[src/rtl/axi_lite_pmem_bridge.sv]
// AXI4-Lite slave that turns single read/write transactions into one-cycle Pmem strobes,
// with programmable access latency and SLVERR for addresses outside the memory window.
module axi_lite_pmem_bridge #(
    parameter int unsigned RD_LAT   = 0,
    parameter int unsigned WR_LAT   = 0,
    parameter logic [63:0] MEM_BASE = 64'h8000_0000,
    parameter logic [63:0] MEM_SIZE = 64'h0800_0000
) (
    input  logic        clock,
    input  logic        reset,
    input  logic        ar_valid,
    output logic        ar_ready,
    input  logic [63:0] ar_addr,
    output logic        r_valid,
    input  logic        r_ready,
    output logic [63:0] r_data,
    output logic [1:0]  r_resp,
    input  logic        aw_valid,
    output logic        aw_ready,
    input  logic [63:0] aw_addr,
    input  logic        w_valid,
    output logic        w_ready,
    input  logic [63:0] w_data,
    input  logic [7:0]  w_strb,
    output logic        b_valid,
    input  logic        b_ready,
    output logic [1:0]  b_resp,
    output logic [63:0] pm_raddr,
    output logic        pm_rvalid,
    input  logic [63:0] pm_rdata,
    output logic [63:0] pm_waddr,
    output logic [63:0] pm_wdata,
    output logic [7:0]  pm_mask
);

    localparam logic [1:0]  RespOkay  = 2'b00;
    localparam logic [1:0]  RespSlv   = 2'b10;
    localparam logic [64:0] MemEnd    = {1'b0, MEM_BASE} + {1'b0, MEM_SIZE};
    localparam logic [3:0]  RdCntInit = 4'(RD_LAT - 1);
    localparam logic [3:0]  WrCntInit = 4'(WR_LAT - 1);

    typedef enum logic [2:0] {
        StIdle,
        StRdWait,
        StRdAcc,
        StRdResp,
        StWrWait,
        StWrAcc,
        StWrResp
    } state_e;

    state_e      state_q, state_d;
    logic [3:0]  cnt_q, cnt_d;
    logic [63:0] addr_q, addr_d;
    logic [63:0] wdata_q, wdata_d;
    logic [7:0]  strb_q, strb_d;
    logic        inr_q, inr_d;
    logic [63:0] r_data_q, r_data_d;
    logic [1:0]  r_resp_q, r_resp_d;
    logic        r_valid_q, r_valid_d;
    logic [1:0]  b_resp_q, b_resp_d;
    logic        b_valid_q, b_valid_d;
    logic [63:0] pm_raddr_q, pm_raddr_d;
    logic        pm_rvalid_q, pm_rvalid_d;
    logic [63:0] pm_waddr_q, pm_waddr_d;
    logic [63:0] pm_wdata_q, pm_wdata_d;
    logic [7:0]  pm_mask_q, pm_mask_d;

    logic wr_req, idle, rd_go, wr_go;

    // 65-bit compare so that MEM_BASE + MEM_SIZE cannot wrap.
    function automatic logic in_range(input logic [63:0] a);
        return ({1'b0, a} >= {1'b0, MEM_BASE}) && ({1'b0, a} < MemEnd);
    endfunction

    assign wr_req   = aw_valid & w_valid;
    assign idle     = (state_q == StIdle) & ~reset;
    assign aw_ready = idle & wr_req;
    assign w_ready  = idle & wr_req;
    assign ar_ready = idle & ~wr_req;

    always_comb begin
        state_d     = state_q;
        cnt_d       = cnt_q;
        addr_d      = addr_q;
        wdata_d     = wdata_q;
        strb_d      = strb_q;
        inr_d       = inr_q;
        r_data_d    = r_data_q;
        r_resp_d    = r_resp_q;
        r_valid_d   = r_valid_q;
        b_resp_d    = b_resp_q;
        b_valid_d   = b_valid_q;
        pm_raddr_d  = pm_raddr_q;
        pm_rvalid_d = 1'b0;
        pm_waddr_d  = pm_waddr_q;
        pm_wdata_d  = pm_wdata_q;
        pm_mask_d   = 8'h00;
        rd_go       = 1'b0;
        wr_go       = 1'b0;

        unique case (state_q)
            StIdle: begin
                if (aw_ready) begin
                    addr_d  = aw_addr;
                    wdata_d = w_data;
                    strb_d  = w_strb;
                    inr_d   = in_range(aw_addr);
                    if (WR_LAT == 0) begin
                        state_d = StWrAcc;
                        wr_go   = 1'b1;
                    end else begin
                        state_d = StWrWait;
                        cnt_d   = WrCntInit;
                    end
                end else if (ar_valid && ar_ready) begin
                    addr_d = ar_addr;
                    inr_d  = in_range(ar_addr);
                    if (RD_LAT == 0) begin
                        state_d = StRdAcc;
                        rd_go   = 1'b1;
                    end else begin
                        state_d = StRdWait;
                        cnt_d   = RdCntInit;
                    end
                end
            end
            StRdWait: begin
                if (cnt_q == 4'd0) begin
                    state_d = StRdAcc;
                    rd_go   = 1'b1;
                end else begin
                    cnt_d = cnt_q - 4'd1;
                end
            end
            StRdAcc: begin
                r_data_d  = inr_q ? pm_rdata : 64'h0;
                r_resp_d  = inr_q ? RespOkay : RespSlv;
                r_valid_d = 1'b1;
                state_d   = StRdResp;
            end
            StRdResp: begin
                if (r_ready) begin
                    r_valid_d = 1'b0;
                    state_d   = StIdle;
                end
            end
            StWrWait: begin
                if (cnt_q == 4'd0) begin
                    state_d = StWrAcc;
                    wr_go   = 1'b1;
                end else begin
                    cnt_d = cnt_q - 4'd1;
                end
            end
            StWrAcc: begin
                b_resp_d  = inr_q ? RespOkay : RespSlv;
                b_valid_d = 1'b1;
                state_d   = StWrResp;
            end
            StWrResp: begin
                if (b_ready) begin
                    b_valid_d = 1'b0;
                    state_d   = StIdle;
                end
            end
            default: state_d = StIdle;
        endcase

        // Pmem-side flops load on entry to the access state so the strobe is a clean flop output.
        if (rd_go) begin
            pm_raddr_d  = addr_d;
            pm_rvalid_d = inr_d;
        end
        if (wr_go && inr_d) begin
            pm_waddr_d = addr_d;
            pm_wdata_d = wdata_d;
            pm_mask_d  = strb_d;
        end
    end

    always_ff @(posedge clock) begin
        if (reset) begin
            state_q     <= StIdle;
            cnt_q       <= 4'd0;
            addr_q      <= 64'h0;
            wdata_q     <= 64'h0;
            strb_q      <= 8'h00;
            inr_q       <= 1'b0;
            r_data_q    <= 64'h0;
            r_resp_q    <= 2'b00;
            r_valid_q   <= 1'b0;
            b_resp_q    <= 2'b00;
            b_valid_q   <= 1'b0;
            pm_raddr_q  <= 64'h0;
            pm_rvalid_q <= 1'b0;
            pm_waddr_q  <= 64'h0;
            pm_wdata_q  <= 64'h0;
            pm_mask_q   <= 8'h00;
        end else begin
            state_q     <= state_d;
            cnt_q       <= cnt_d;
            addr_q      <= addr_d;
            wdata_q     <= wdata_d;
            strb_q      <= strb_d;
            inr_q       <= inr_d;
            r_data_q    <= r_data_d;
            r_resp_q    <= r_resp_d;
            r_valid_q   <= r_valid_d;
            b_resp_q    <= b_resp_d;
            b_valid_q   <= b_valid_d;
            pm_raddr_q  <= pm_raddr_d;
            pm_rvalid_q <= pm_rvalid_d;
            pm_waddr_q  <= pm_waddr_d;
            pm_wdata_q  <= pm_wdata_d;
            pm_mask_q   <= pm_mask_d;
        end
    end

    assign r_valid   = r_valid_q;
    assign r_data    = r_data_q;
    assign r_resp    = r_resp_q;
    assign b_valid   = b_valid_q;
    assign b_resp    = b_resp_q;
    assign pm_raddr  = pm_raddr_q;
    assign pm_rvalid = pm_rvalid_q;
    assign pm_waddr  = pm_waddr_q;
    assign pm_wdata  = pm_wdata_q;
    assign pm_mask   = pm_mask_q;

endmodule

[config.mk]
export PLATFORM = sky130hd
export DESIGN_NAME = axi_lite_pmem_bridge
export DESIGN_NICKNAME = d
export VERILOG_FILES = /design/src/rtl/axi_lite_pmem_bridge.sv
export SDC_FILE = /design/constraint.sdc
export NUM_CORES = 1
export LEC_CHECK = 0
export BUFFER_PORTS_ARGS = -buffer_cell sky130_fd_sc_hd__buf_2
export CAP_MARGIN = 20
export CORE_AREA = 2 2 209 211
export CTS_CLUSTER_DIAMETER = 40
export DETAILED_ROUTE_END_ITERATION = 8
export DIE_AREA = 0 0 211 213
export PLACE_DENSITY = 0.64
export SLEW_MARGIN = 40
export SYNTH_ARGS = -nofsm -noshare
export SYNTH_HDL_FRONTEND = slang
export SYNTH_SLANG_ARGS = --single-unit
[constraint.sdc]
create_clock -name clock -period 3.19 [get_ports clock]
set_input_delay 0.1595 -clock clock [delete_from_list [all_inputs] [get_ports clock]]
set_output_delay 0.1595 -clock clock [all_outputs]
set_load 0.1 [all_outputs]
==> run metrics, run 1 <==
yosys warns 0; Clock Pin Slew Worst Setup and Hold Paths approximately 0.06 ns; Cell Chain, Critical Path dlygate4sd3_1, buf_2, nor4_1, buf_4, nand4_1, or4_1, a31o_4, buf_12, a221oi_2; CP Max Fanout 24; pin count of the biggest net entering global routing between 100 and 150; Final Skew approximately 0.025 ns; final hold slack approximately 0.05 ns; Clock Latency Late Sink 0.58 ns; PortBufs roughly 540; Hold EP pm_raddr[25]$_SDFFE_PP0P_; Worst Setup End Kind flip-flop; CTS root buf clkbuf_16; TritonCTS Sinks just over 400; Die Wd 211 um; Row Count 76; Async SR Flop Fraction 0%; Max Cap Viol 0; status finished, final reports clean; total grt overflow 0; Power Dens Cells approximately 760 nW/um^2; Max clock buf depth 3; largest area contributor in the netlist dfxtp_1; number of synthesized flops with an enable pin 0; minimum clock period just over 3 ns; CP Class in -> reg; Critical Path AT 3.51 ns; R2R depth 6; hold path depth 3; Final Hold Vio Count 0; max frequency roughly 330 MHz; Critical R2R Capture pm_raddr[15]$_SDFFE_PP0P_; max-slew violations 0; Post-Syn Area 15800 um^2; Crit path max-delay family simple AND/OR/NAND/NOR gates; RSZ-0062 raised after global routing false; CP max stage delay a little under 0.7 ns; DR vias 15800; WL/cell around 19 um; Hold Crit Class in -> reg; top cell type's share of synthesized area between 50% and 60%; final setup fails 0; relative slew slack a little over 40%; post-CTS setup buffer count 0; GRT Total Usage 24.2%; Final Power approximately 18 mW; period utilisation layout between 90% and 100%; layout cells sized above 1 36.6%; CP bufs+invs 4; # fillers roughly 3600; RR Startpoint state_q[1]$_SDFFE_PP0P_; Post-DRT Antenna Nets 0; P_leak around 10 nW; syn avg cell area 9.81 um^2; I/O pin count 545; Slew @ Worst Pin around 0.9 ns; DRT Pass-1 Iters 9; GPL Wtd Cong between 0.9 and 1; R2R Setup Slk around 0.46 ns; min-delay src ar_addr[25]; Final nets between 2000 and 3000; global-route wire length before repair around 86 mm; register area share after synthesis a little over half; die area between 40000 and 50000 um^2; drt total wl between 50 and 60 mm; WP data required 3.67 ns; Peak VDD IR around 730 uV; Startpoint Class input pin; die height 213 um; Area contributors post-synth dfxtp_1 52%, a221oi_2 5.7%, nor2_1 4.9%, o221a_2 4.6%, mux2_2 4.5%; FF+latch count, synth between 400 and 500; CTS tree done; initial core utilization about 37%; Residual DRC 0; post-route setup TNS 0 ns; cell count after synthesis about 1600; htree depth 2; area delta synth->final 51.6%; Resize count post-CTS 0; initial antenna violation count 5; Final Non-Filler Cells 2969; Post-CTS Hold Fix Bufs 284; DP Wirelength around 36 mm; core area about 43000 um^2; cell count after placement about 2600; number of global-route vias before repair between 15000 and 20000; Slowest cell on crit path nor4_1; Most used DFF post-synth dfxtp_1; Via density 5.32; Synth cell types 43; total CTS buffers 57; initial DRC count roughly 1500
-- cell usage after synthesis, types with 5 or more instances --
library cell  instances
o221a_2              65
a221oi_2             60
a21oi_1              70
a222oi_1             64
nor4_1               18
clkbuf_1            107
buf_2                34
dfxtp_1             413
nand3_1              68
nand2_1             158
a211oi_1             71
nor2_1              207
buf_6                 8
inv_1                67
o21ai_0              11
nor3b_1               5
mux2_2               63
buf_1                 6
and2_1               74
-- sequential cells by signal (all words and copies together), names as in the netlist, 3 cells and up --
signal / cells
addr_q: 64
pm_waddr: 64
pm_mask: 8
state_q: 3
pm_wdata: 64
cnt_q: 4
pm_raddr: 64
wdata_q: 64
strb_q: 8
r_data: 64
-- area by class of cell --
cell class	instances	area, um^2	share of cell area (%)
Antenna cell	5	12.5	0.0524
Clock buffer	69	1570	6.59
Clock inverter	38	447	1.87
Inverter	67	254	1.06
Multi-Input combinational cell	968	6580	27.6
Sequential cell	413	8270	34.6
Tap cell	546	683	2.86
Timing Repair Buffer	863	6060	25.4
-- how the worst max path moves through the flow --
stage / slack (ns) / cells after the start / startpoint / to
after floorplan: 0.58 / 7 / state_q[1]$_SDFFE_PP0P_ / w_ready
after global routing: 0.13 / 9 / aw_addr[28] / pm_wdata[42]$_SDFFE_PP0P_
final: 0.16 / 9 / aw_addr[29] / pm_wdata[42]$_SDFFE_PP0P_
after CTS: 0.28 / 4 / state_q[1]$_SDFFE_PP0P_ / aw_ready
after global placement: 0.25 / 8 / ar_addr[29] / pm_wdata[53]$_SDFFE_PP0P_
after detailed placement: 0.20 / 8 / ar_addr[29] / pm_wdata[32]$_SDFFE_PP0P_
-- stage by stage --
stage / worst slack [ns] / instance area (um^2) / util [%]
final: 0.161 / 23900 / 55.9
after global routing: 0.128 / 23900 / 55.9
after CTS: 0.280 / 23900 / 55.9
after detailed placement: 0.200 / 19000 / 44.5
after global placement: 0.246 / 19000 / 44.4
after floorplan: 0.580 / 15800 / -
-- metal layers --
layer	wire length (um)	part of all wire, %	vias up	global-route usage (%)
li1	-	-	7301	-
met1	22200	39	7438	28.2
met2	26800	47	850	40.0
met3	4790	8.4	203	6.18
met4	3340	5.9	2	14.5
met5	7	0.012	-	0
-- where the power goes --
group	leakage [nW]	internal (mW)	switching, mW
Sequential	3.35	5.64	0.238
Clock	0.967	4.06	2.53
Combinational	5.66	1.45	4.11
-- worst reg2reg max path, stage by stage (launching register included) --
cell and delay [ns]:
dfxtp_1 0.38, or4_1 0.63, nor2_4 0.24, buf_4 0.35, a222oi_1 0.20, dlygate4sd3_1 0.66
a211oi_1 0.20
-- cell families (layout without fill, tap and decap cells) --
logic type	Yosys count	in the layout	share of synthesized area (%)
AO/OA/AOI/OAI	354	354	21.1
multiplexers	64	64	4.57
AND/OR/NAND/NOR	544	544	15.4
other	1	7	0.0238
flip-flops	413	413	52.5
XOR/XNOR	3	3	0.167
buffers and inverters	226	1037	6.12
adder cells (fa/ha/maj)	1	1	0.0794
-- cell usage in the layout (no fill, tap or decap), drive strengths merged, types with 3 or more instances in the layout --
cell type    synthesis  layout
nor3                 3       3
a222oi              64      64
o21ai               11      11
nor3b                5       5
mux2                63      63
dlygate4sd3          0     284
a221oi              63      63
buf                 51     579
diode                0       5
o221a               65      65
and2                74      74
inv                 67      78
a21oi               70      70
dfxtp              413     413
clkinv               0      11
a211oi              71      71
clkinvlp             0      10
or4                  3       3
nor4                19      19
clkbuf             108      69
bufinv               0       6
nand2              158     158
nand3               69      69
nor2               207     207
No activity file was read; power rests on OpenSTA's default activity.
==> run 2, diff against run 1 <==
Settings changed: ABC_AREA set to 1, CORE_AREA 2 2 209 211 to 2 2 212 214, DIE_AREA 0 0 211 213 to 0 0 214 216, PLACE_DENSITY 0.64 to not set, REMOVE_ABC_BUFFERS set to 1.
==> run metrics, run 2 <==
number of synthesized flops with an enable pin 0 (unchanged); Critical Path AT 2.56 ns (-0.95 ns); max frequency 368 MHz (+12%); # fillers 4057 (+14%); relative slew slack 46.0% (+5.8 points); DRT Pass-1 Iters 5 (-4); RSZ-0062 raised after global routing false; CP max stage delay 0.56 ns (-0.12 ns); Sw Pwr 7.26 mW (+5.5%); CP Max Fanout 96 (+300%); Resize count post-CTS 0 (unchanged); Compound-Gate Fraction of Synth Area 13.4% (-7.7 points); number of global-route vias before repair 16300 (+3.1%); largest area contributor in the netlist dfxtp_1; initial core utilization 36.7% (-0.16 points); max-slew violations 0 (unchanged); clock share of power 39.4% (+2.8 points); hold path depth 5 (+2); layout cells sized above 1 25.5% (-11 points); Critical R2R Capture pm_mask[2]$_SDFF_PP0_; minimum clock period 2.71 ns (-0.314 ns); final setup fails 0 (unchanged); initial antenna violation count 2 (-3); global-route wire length before repair 87.5 mm (+1.4%); Synth cell types 31 (-28%); CTS tree done; Post-Syn Area 16100 um^2 (+2.2%); Worst Setup End Kind primary output; total CTS buffers 67 (+18%); cell count after synthesis 2045 (+27%); top cell type's share of synthesized area 51.4% (-1.1 points); Clock Pin Slew Worst Setup and Hold Paths 0.05 ns (about the same); syn avg cell area 7.87 um^2 (-20%); Post-CTS Hold Fix Bufs 168 (-41%); Most used DFF post-synth dfxtp_1; register area share after synthesis 51.4% (-1.1 points); total grt overflow 0 (unchanged); Area contributors post-synth dfxtp_1 51%, nor2_1 9.8%, a21oi_1 6.4%, nand2_1 5.7%, nand3_1 5.1%; Via density 4.92 (-7.4%); R2R depth 11 (+5); Hold Crit Class in -> reg; RR Startpoint state_q[2]$_SDFFE_PP0P_; switch share 38.7% (+0.54 points); Reg power frac 31.6% (-1.0 points); final hold slack 0.0296 ns (-0.0208 ns); Antenna diodes 0 (-5); Startpoint Class flip-flop; Max Cap Viol 0 (unchanged); PortBufs 542 (unchanged); die area 46200 um^2 (+2.9%); P_leak 10.8 nW (+8.4%); GRT Total Usage 23.7% (-0.43 points); WL/cell 16.9 um (-12%); commonest non-fill, non-tap cell in the layout buf_2; drt total wl 56.3 mm (-1.4%); CP Class reg -> out; I/O pin count 545 (unchanged); GPL Wtd Cong 0.930 (-2.0%); Row Count 77 (+1.3%); Final Hold Vio Count 0 (unchanged); R2R Setup Slk 0.48 ns (+0.02 ns); DR vias 16400 (+3.9%); Power Dens Cells 811 nW/um^2 (+7.3%); Max clock buf depth 3 (unchanged); DP Wirelength 36.7 mm (+1.2%); Async SR Flop Fraction 0% (unchanged); top-count cell post-synth nor2_1; yosys warns 0 (unchanged); period utilisation layout 85.1% (-9.9 points); min-delay src ar_addr[17]; CTS root buf clkbuf_16; WP data required 3.03 ns (-0.64 ns); post-CTS setup buffer count 0 (unchanged); proportion of synthesized area in mux cells 4.35% (-0.22 points); Final nets 2959 (+12%); Peak VDD IR 518 uV (-29%); placed instance area 19100 um^2 (+0.53%); pin count of the biggest net entering global routing 186 (+62%); fin area 23100 um^2 (-3.1%); main combinational cell family by area after synthesis simple AND/OR/NAND/NOR gates; cell internal pwr 11.5 mW (+3.1%); Post-DRT Antenna Nets 0 (unchanged); Cell Chain, Critical Path inv_2, nand3_2, nor2_4, buf_12, buf_2; Clock Latency Late Sink 0.57 ns (about the same); die height 216 um (+1.4%); FF+latch count, synth 413 (unchanged); TritonCTS Sinks 413 (unchanged); area delta synth->final 43.7%; post-synthesis adder-cell area fraction 0.0777% (-0.0017 points); Final Skew 0.0123 ns (-0.0124 ns); initial DRC count 1148 (-24%); Synth Area in XOR/XNOR 0.0544% (-0.11 points); status finished, final reports clean; commonest non-fill, non-tap cells in the layout 541 x buf_2, 419 x nor2_1, 413 x dfxtp_1; combinational power share 29.1% (-1.8 points); htree depth 3 (+1); Die Wd 214 um (+1.4%); Hold EP addr_q[17]$_SDFF_PP0_; Slowest cell on crit path buf_2; core area 43800 um^2 (+2.7%); Post-Synth Simple-Gate Area 22.2% (+6.8 points); synth cell count leaders 420 x nor2_1, 413 x dfxtp_1, 245 x nand2_1, 205 x a21oi_1, 164 x nand3_1; Residual DRC 0 (unchanged); Slew @ Worst Pin 0.811 ns (-0.0782 ns)
## run 2: cell count changes in the layout (fill, tap and decap cells not counted), sizes merged, moves of 66 or more
cell	previous run	this run
a211oi	71	1
a21oi	70	205
and2	74	0
dlygate4sd3	284	168
inv	78	156
mux2i	1	70
nand2	158	246
nand3	69	167
nor2	207	424
o21ai	11	77
## run 2: final cells by class
type                       count  area [um^2]  share of cell area [%]
timing repair buffer         736         4750                    20.5
multi-input combinational   1328         6510                    28.1
clock buffer                  83         1860                    8.03
sequential                   413         8270                    35.7
clock inverter                40          473                    2.04
tap                          592          741                    3.20
inverter                     141          534                    2.31
## run 2: worst max path at each step
stage                       startpoint                   endpoint  slack, ns  cells past startpoint
3_3_place_gp     cnt_q[0]$_SDFFE_PP0P_  pm_waddr[30]$_SDFFE_PP0P_       0.57                     10
6_report       state_q[2]$_SDFFE_PP0P_                   aw_ready       0.48                      5
4_1_cts        state_q[1]$_SDFFE_PP0P_                   aw_ready       0.45                      5
3_5_place_dp   state_q[2]$_SDFFE_PP0P_      pm_mask[4]$_SDFF_PP0_       0.65                     10
5_1_grt        state_q[0]$_SDFFE_PP0P_                   aw_ready       0.35                      5
2_1_floorplan                    reset      pm_mask[2]$_SDFF_PP0_      -4.32                      6
## run 2: routing by layer
metal	global-route usage, %	routed length (um)	vias up	part of all wire (%)
met2	40.5	27200	639	48
met1	27.6	23000	7641	41
met4	12.7	2410	2	4.3
li1	-	-	8009	-
met5	0	13	-	0.023
met3	5.55	3710	121	6.6
## run 2: through the flow
step / instances / util [%] / setup slack (ns) / power, mW / setup TNS (ns)
5_1_grt: 3333 / 52.8 / 0.355 / 19.5 / 0
3_3_place_gp: 3039 / 43.4 / 0.573 / 11.2 / 0
4_1_cts: 3332 / 52.7 / 0.449 / 18.9 / 0
3_5_place_dp: 3041 / 43.6 / 0.647 / 11.3 / 0
6_report: 3333 / 52.8 / 0.475 / 18.8 / 0
2_1_floorplan: 1882 / - / -4.32 / 9.90 / -1250.66
## run 2: cell families (layout without fill, tap and decap cells)
| group | count (synthesis) | count (layout) |
|---|---|---|
| compound gates | 388 | 388 |
| simple gates | 866 | 866 |
| buf+inv | 305 | 1000 |
| other cells | 1 | 2 |
| flops | 413 | 413 |
| fa+ha+maj | 1 | 1 |
| mux | 70 | 70 |
| xor+xnor | 1 | 1 |
## run 2: worst max-delay path: cells and delay by family (launching register included)
kind	cells	cell delay (ns)
simple gates	2	0.28
flops	1	0.40
buf+inv	3	1.18
## run 2: power by group through the flow
stage	combinational, mW	clock (mW)	sequential (mW)
floorplan	1.58	0	8.31
CTS	5.47	7.55	5.92
finish	5.46	7.39	5.92
global route	5.78	7.78	5.97
global placement	5.18	0	6.02
detailed placement	5.29	0	6.02
